$ cat src/rtl/disp_pkg.sv
`default_nettype none
// ============================================================================
// Module      : disp_pkg
// Description : Shared display definitions: command codes, ASCII constants,
//               controller state encoding and BCD digit helpers.
// Revision    : 1.0 - initial release
// ============================================================================
package disp_pkg;

  // Command codes on the display command stream
  localparam logic [3:0] CMD_NOP    = 4'h0;
  localparam logic [3:0] CMD_SCROLL = 4'h1;
  localparam logic [3:0] CMD_NUMBER = 4'h2;

  // ASCII characters produced by the number formatter
  localparam logic [7:0] CH_MINUS = 8'h2D;
  localparam logic [7:0] CH_ZERO  = 8'h30;

  // Number of BCD digits delivered by the converter
  localparam int BCD_DIGITS = 10;

  // Number formatter sequencer states
  typedef enum logic [2:0] {
    ST_IDLE  = 3'd0,
    ST_ARM   = 3'd1,
    ST_START = 3'd2,
    ST_WAIT  = 3'd3,
    ST_EMIT  = 3'd4
  } fmt_state_t;

  // Select one BCD digit by index; out-of-range indices read as zero
  function automatic logic [3:0] bcd_digit(
    input logic [4*BCD_DIGITS-1:0] bcd,
    input logic [3:0]              idx
  );
    logic [3:0] d;
    d = 4'h0;
    for (int i = 0; i < BCD_DIGITS; i++) begin
      if (idx == 4'(i)) begin
        d = bcd[4*i +: 4];
      end
    end
    return d;
  endfunction

  // ASCII code of a single decimal digit
  function automatic logic [7:0] digit_char(input logic [3:0] d);
    return CH_ZERO + {4'h0, d};
  endfunction

endpackage
`default_nettype wire

$ cat src/rtl/bcd_msd_find.sv
`default_nettype none
// ============================================================================
// Module      : bcd_msd_find
// Description : Index of the most significant nonzero digit of a 10-digit
//               BCD word; reports 0 when every digit is zero, so a zero
//               value still yields one digit to print.
// Revision    : 1.0 - initial release
// ============================================================================
module bcd_msd_find
  import disp_pkg::*;
(
  input  logic [4*BCD_DIGITS-1:0] bcd,
  output logic [3:0]              msd
);

  // Scan upward so the last nonzero digit found is the most significant one
  always_comb begin
    msd = 4'h0;
    for (int i = 0; i < BCD_DIGITS; i++) begin
      if (bcd[4*i +: 4] != 4'h0) begin
        msd = 4'(i);
      end
    end
  end

endmodule
`default_nettype wire

$ cat src/rtl/num_fmt_ctrl.sv
`default_nettype none
// ============================================================================
// Module      : num_fmt_ctrl
// Description : Command sequencer for the shared binary-to-BCD converter.
//               Accepts NOP/SCROLL/NUMBER commands, runs a conversion for
//               NUMBER and streams the signed decimal result as ASCII with
//               leading-zero suppression down to MIN_DIGITS digits.
// Revision    : 1.0 - initial release
// ============================================================================
module num_fmt_ctrl
  import disp_pkg::*;
#(
  parameter int MIN_DIGITS = 1
) (
  input  logic                    clk,
  input  logic                    rst_n,
  // command stream
  input  logic                    cmd_valid,
  input  logic [3:0]              cmd,
  input  logic [31:0]             cmd_data,
  output logic                    cmd_ready,
  // converter side
  output logic                    conv_start,
  output logic [31:0]             conv_bin,
  input  logic [4*BCD_DIGITS-1:0] conv_bcd,
  input  logic                    conv_sign,
  input  logic                    conv_ready,
  // character sink
  output logic                    char_valid,
  output logic [7:0]              char,
  input  logic                    char_ready,
  // side-band pulses
  output logic                    scroll,
  output logic                    cmd_err
);

  // Lowest digit index that is always printed (zero padding floor)
  localparam logic [3:0] MIN_IDX = 4'(MIN_DIGITS - 1);

  fmt_state_t              state;
  logic [4*BCD_DIGITS-1:0] bcd_q;      // latched conversion result
  logic [3:0]              digit_idx;  // digit currently presented / next
  logic                    sign_pend;  // '-' is the character on the output

  logic [3:0] msd;
  logic [3:0] first_idx;
  logic       cmd_accept;
  logic       char_take;

  bcd_msd_find u_msd_find (
    .bcd (conv_bcd),
    .msd (msd)
  );

  // Command handshake is open only while idle; it reads 1 during reset
  assign cmd_ready  = (state == ST_IDLE);
  assign cmd_accept = cmd_valid & cmd_ready;
  assign char_take  = char_valid & char_ready;

  // Start digit: the most significant nonzero digit, but never below the padding floor
  assign first_idx = (msd > MIN_IDX) ? msd : MIN_IDX;

  // Sequencer with registered converter, character and pulse outputs
  always_ff @(posedge clk or negedge rst_n) begin
    if (!rst_n) begin
      state      <= ST_IDLE;
      conv_start <= 1'b0;
      conv_bin   <= 32'h0;
      char_valid <= 1'b0;
      char       <= 8'h00;
      scroll     <= 1'b0;
      cmd_err    <= 1'b0;
      bcd_q      <= '0;
      digit_idx  <= 4'h0;
      sign_pend  <= 1'b0;
    end else begin
      scroll     <= 1'b0;
      cmd_err    <= 1'b0;
      conv_start <= 1'b0;

      case (state)
        ST_IDLE: begin
          if (cmd_accept) begin
            case (cmd)
              CMD_NOP: begin
              end
              CMD_SCROLL: begin
                scroll <= 1'b1;
              end
              CMD_NUMBER: begin
                conv_bin <= cmd_data;
                state    <= ST_ARM;
              end
              default: begin
                cmd_err <= 1'b1;
              end
            endcase
          end
        end

        // Converter may still be busy after a reset of this block only
        ST_ARM: begin
          if (conv_ready) begin
            conv_start <= 1'b1;
            state      <= ST_START;
          end
        end

        // conv_start is high during this cycle; converter ready is gated off
        ST_START: begin
          state <= ST_WAIT;
        end

        ST_WAIT: begin
          if (conv_ready) begin
            bcd_q      <= conv_bcd;
            sign_pend  <= conv_sign;
            digit_idx  <= first_idx;
            char_valid <= 1'b1;
            char       <= conv_sign ? CH_MINUS
                                    : digit_char(bcd_digit(conv_bcd, first_idx));
            state      <= ST_EMIT;
          end
        end

        // Advance only on a completed handshake so the character stays stable
        ST_EMIT: begin
          if (char_take) begin
            if (sign_pend) begin
              sign_pend <= 1'b0;
              char      <= digit_char(bcd_digit(bcd_q, digit_idx));
            end else if (digit_idx == 4'h0) begin
              char_valid <= 1'b0;
              char       <= 8'h00;
              state      <= ST_IDLE;
            end else begin
              digit_idx <= digit_idx - 4'd1;
              char      <= digit_char(bcd_digit(bcd_q, digit_idx - 4'd1));
            end
          end
        end

        default: begin
          state <= ST_IDLE;
        end
      endcase
    end
  end

endmodule
`default_nettype wire

$ cat config.mk
export PLATFORM = sky130hd
export DESIGN_NAME = num_fmt_ctrl
export DESIGN_NICKNAME = d
export VERILOG_FILES = /design/src/rtl/disp_pkg.sv /design/src/rtl/bcd_msd_find.sv /design/src/rtl/num_fmt_ctrl.sv
export SDC_FILE = /design/constraint.sdc
export NUM_CORES = 1
export LEC_CHECK = 0
export ABC_AREA = 1
export ABC_CLOCK_PERIOD_IN_PS = 2800
export BUFFER_PORTS_ARGS = -buffer_cell sky130_fd_sc_hd__buf_2
export CORE_ASPECT_RATIO = 0.5
export CORE_UTILIZATION = 35
export CTS_CLUSTER_DIAMETER = 60
export DETAILED_ROUTE_END_ITERATION = 10
export GPL_ROUTABILITY_DRIVEN = 0
export PLACE_DENSITY = 0.55
export SLEW_MARGIN = 20
export SYNTH_ARGS = -nofsm -noshare
export SYNTH_HDL_FRONTEND = slang
export SYNTH_HIERARCHICAL = 1
export SYNTH_SLANG_ARGS = --single-unit
export TNS_END_PERCENT = 50
$ cat constraint.sdc
create_clock -name clk -period 2.8 [get_ports clk]
set_clock_uncertainty 0.2 [all_clocks]
set_input_delay 0.56 -clock clk [delete_from_list [all_inputs] [get_ports clk]]
set_output_delay 0.56 -clock clk [all_outputs]
set_load 0.05 [all_outputs]
==> run_summary.xml <==
<?xml version="1.0" encoding="UTF-8"?>
<metrics>
  <group name="clocking">
    <metric name="clock_latency" unit="ns">0.36</metric>
    <metric name="clock_buffer_count_from_cts" unit="">9</metric>
    <metric name="cts_max_path_buffers" unit="">2</metric>
    <metric name="tritoncts_num_sinks" unit="">90</metric>
    <metric name="h-tree-depth" unit="">3</metric>
    <metric name="clockRootBuffer" unit="">clkbuf_16</metric>
    <metric name="clk_transition_reported_paths" unit="ns">0.08</metric>
    <metric name="cts_tree" unit="">built</metric>
  </group>
  <group name="die">
    <metric name="die_extent_in_x" unit="um">177.3</metric>
    <metric name="chipHeight" unit="um">89.67</metric>
    <metric name="start_util" unit="%">36.50</metric>
    <metric name="die-area" unit="um^2">15900</metric>
    <metric name="top_level_port_count" unit="">127</metric>
    <metric name="rows" unit="">31</metric>
    <metric name="coreArea" unit="um^2">14740</metric>
  </group>
  <group name="sta">
    <metric name="worst_pin_slew" unit="ns">0.6305</metric>
    <metric name="final.setup.tns" unit="ns">0</metric>
    <metric name="maxSlewViolCount" unit="">0</metric>
    <metric name="final.min_clock_period" unit="ns">2.787</metric>
    <metric name="period_share" unit="%">99.55</metric>
    <metric name="setup_violations" unit="">0</metric>
    <metric name="clock.fmax" unit="MHz">358.8</metric>
    <metric name="timing.max_slew.rel_slack" unit="%">57.97</metric>
    <metric name="setup_repair_after_global_routing_missed_its_margin" unit="">yes</metric>
    <metric name="endpoints_failing_hold" unit="">0</metric>
  </group>
  <group name="pwr">
    <metric name="power_frac_clock" unit="%">15.7</metric>
    <metric name="power.combinational.fraction" unit="%">55.9</metric>
    <metric name="power.share.sequential" unit="%">28.4</metric>
    <metric name="power.density" unit="nW/um^2">1109</metric>
    <metric name="power.net_switching" unit="mW">4.081</metric>
    <metric name="switching_share" unit="%">51.06</metric>
    <metric name="leakage" unit="nW">3.842</metric>
    <metric name="peakVddDrop" unit="mV">0.7825</metric>
    <metric name="cell_internal_pwr" unit="mW">3.911</metric>
  </group>
  <group name="synth">
    <metric name="synth_cell_types" unit="">39</metric>
    <metric name="syn_avg_cell_area" unit="um^2">7.610</metric>
    <metric name="synth_edf_count" unit="">0</metric>
    <metric name="synth.ff_latch_count" unit="">90</metric>
    <metric name="async_flop_share" unit="%">100.0</metric>
    <metric name="yosys_warnings" unit="">6</metric>
    <metric name="synth_ff_type" unit="">dfrtp_1</metric>
    <metric name="synth.cell_area" unit="um^2">5380</metric>
    <metric name="ys_seq_area_share" unit="%">41.86</metric>
    <metric name="postSynthCellCount" unit="">707</metric>
  </group>
  <group name="setup_path">
    <metric name="crit_arrival" unit="ns">2.84</metric>
    <metric name="crit_path_required_time" unit="ns">2.85</metric>
    <metric name="worst-path-max-fanout" unit="">4</metric>
    <metric name="worst_setup_path_end_kind" unit="">flop</metric>
    <metric name="worstSetupStartpoint" unit="">conv_bcd[22]</metric>
    <metric name="timing.setup.critical_path_class" unit="">in2reg</metric>
    <metric name="regToRegStartpoint" unit="">digit_idx[0]</metric>
    <metric name="start_kind" unit="">input port</metric>
  </group>
  <group name="global_routing">
    <metric name="grt_antenna_before_repair" unit="">0</metric>
    <metric name="grt_pass1_vias" unit="">4946</metric>
    <metric name="grt_first_pass_wirelength" unit="um">25990</metric>
    <metric name="grt_start_max_net_pins" unit="">78</metric>
    <metric name="groute.usage.overall" unit="%">21.69</metric>
    <metric name="global_route.overflow_total" unit="">0</metric>
  </group>
  <group name="run">
    <metric name="drv_cap" unit="">0</metric>
  </group>
  <group name="route">
    <metric name="vias" unit="">5328</metric>
    <metric name="detail-route-antenna-nets" unit="">0</metric>
    <metric name="drt-wirelength-per-cell" unit="um">15.05</metric>
    <metric name="vias_per_cell" unit="">4.839</metric>
    <metric name="firstDrtPassIters" unit="">6</metric>
    <metric name="drt_iter0_drc" unit="">471</metric>
    <metric name="post-route-drc-count" unit="">0</metric>
    <metric name="route.final.wire_length" unit="um">16570</metric>
  </group>
  <group name="cells_and_area">
    <metric name="layout-area-overhead-vs-synth" unit="%">33.98</metric>
    <metric name="post-route-cell-area" unit="um^2">7208</metric>
    <metric name="num-nets-final" unit="">986</metric>
    <metric name="final_layout_size_suffix_gt1_share" unit="%">33.55</metric>
    <metric name="antenna_cells_inserted" unit="">0</metric>
    <metric name="fillerInstances" unit="">1501</metric>
  </group>
  <group name="placed_design">
    <metric name="dp_hpwl" unit="um">12640</metric>
    <metric name="port-buffer-count" unit="">124</metric>
    <metric name="postPlaceCellArea" unit="um^2">6686</metric>
  </group>
  <group name="run_status">
    <metric name="status" unit="">completed</metric>
  </group>
  <group name="min_path">
    <metric name="worst_hold_path_type" unit="">in2async</metric>
  </group>
</metrics>
## routing by layer
layer,up-vias,part of all wire (%),track usage (%)
li1,2637,-,-
met1,2491,48,30.22
met2,183,43,33.66
met3,17,7.8,5.471
met4,0,1.3,5.828
met5,-,0,0
## synthesized netlist by cell type, types with 2 or more instances
cell type,instances,area (um^2)
o2111ai_1,2,17.52
buf_2,3,15.01
o21ai_0,54,270.3
nand3_1,34,170.2
clkbuf_1,7,26.28
o211ai_1,3,22.52
a21oi_2,2,17.52
inv_2,3,11.26
nand3_2,2,20.02
buf_6,3,33.78
nor2_1,66,247.7
nor2_4,2,22.52
nor4_4,4,85.08
o22ai_1,8,50.05
inv_1,121,454.2
ha_1,6,75.07
nor4_1,2,12.51
buf_4,2,15.01
mux2_2,35,394.1
mux2_1,2,22.52
nor2_2,3,18.77
dfrtp_1,90,2252
nand2_4,4,45.04
a21oi_1,39,195.2
nand2_1,178,668.1
nand4_1,15,93.84
nor3_1,5,25.02
## power by group through the flow
stage	sequential (mW)	combinational, mW	clock (mW)
2_1_floorplan	3.18	2.09	0
3_3_place_gp	2.26	4.29	0
3_5_place_dp	2.27	4.32	0
4_1_cts	2.26	4.34	1.29
5_1_grt	2.35	4.88	1.33
6_report	2.27	4.47	1.26
## cell families (layout without fill, tap and decap cells)
kind of cell | after synthesis | after routing | synth area share [%]
simple gates | 321 | 322 | 27.21
buf+inv | 141 | 335 | 10.65
compound gates | 111 | 111 | 11.07
flops | 90 | 90 | 41.86
mux | 37 | 37 | 7.744
fa+ha+maj | 6 | 6 | 1.395
other cells | 1 | 2 | 0.06970
## worst max-delay path, cell delays in order
cell and delay [ns]:
buf_2 0.12, nor4_4 0.35, buf_4 0.19, a31oi_4 0.09
nor2_4 0.19, buf_4 0.13, nor2_1 0.05, nand2_1 0.15
o22ai_1 0.10, a21oi_1 0.15, o211ai_1 0.12, o22ai_1 0.21
nand3_1 0.18, a21oi_2 0.18, a21oi_2 0.07
## worst paths after layout
path,cells past startpoint,endpoint,slack [ns]
max,15,char[1],0.01
min,1,conv_bin[11],0.001
max reg2reg,20,char[3],0.23
min reg2reg,2,char[5],0.28
max in group asynchronous,2,conv_bin[25],1.75
min in group clk,2,conv_bin[20],0.22
## layout make-up
class,count,area [um^2],area share [%]
Multi-Input combinational cell,478,2713,37.63
Sequential cell,90,2253,31.26
Timing Repair Buffer,195,1222,16.96
Inverter,124,465.4,6.457
Tap cell,198,247.7,3.437
Clock buffer,9,225.2,3.124
Clock inverter,7,81.33,1.128
## placed cells by master, fill, tap and decap left out, drive strengths merged, types with 2 or more instances in the layout
| cell | instances |
|---|---|
| inv | 128 |
| a21oi | 41 |
| dfrtp | 90 |
| nor4 | 7 |
| buf | 195 |
| o22ai | 8 |
| nand2 | 183 |
| o2111ai | 2 |
| o211ai | 3 |
| o21ai | 55 |
| nor2 | 72 |
| nand4 | 15 |
| ha | 6 |
| nand3 | 36 |
| clkbuf | 9 |
| nor3 | 6 |
| mux2 | 37 |
| conb | 2 |
| clkinv | 3 |
## stage by stage
stage	power (mW)	std cells	utilization, %	hold WS [ns]	setup slack [ns]
floorplan	5.272	708	-	0.06441	0.2662
global placement	6.550	1077	45.37	0.2565	-0.2666
detailed placement	6.597	1077	45.37	0.2623	-0.2305
CTS	7.883	1093	47.44	0.02876	0.1412
global route	8.563	1101	48.90	0.05379	-0.1350
finish	7.993	1101	48.90	0.001053	0.01268
## flip-flops by register name (all words and copies together) (netlist names)
register and cells:
char 6, state 3, cmd_err 1, digit_idx 4, char_valid 1, conv_bin 32, sign_pend 1, bcd_q 40
conv_start 1, scroll 1
## what timing repair did
action,4_1_cts,5_1_grt
resized for setup,0,44
hold buffers,0,0
endpoints found under the setup margin,0,4
endpoints found under the hold margin,0,0
buffers inserted,0,7
Note: power is estimated with default switching activity, not from simulation.
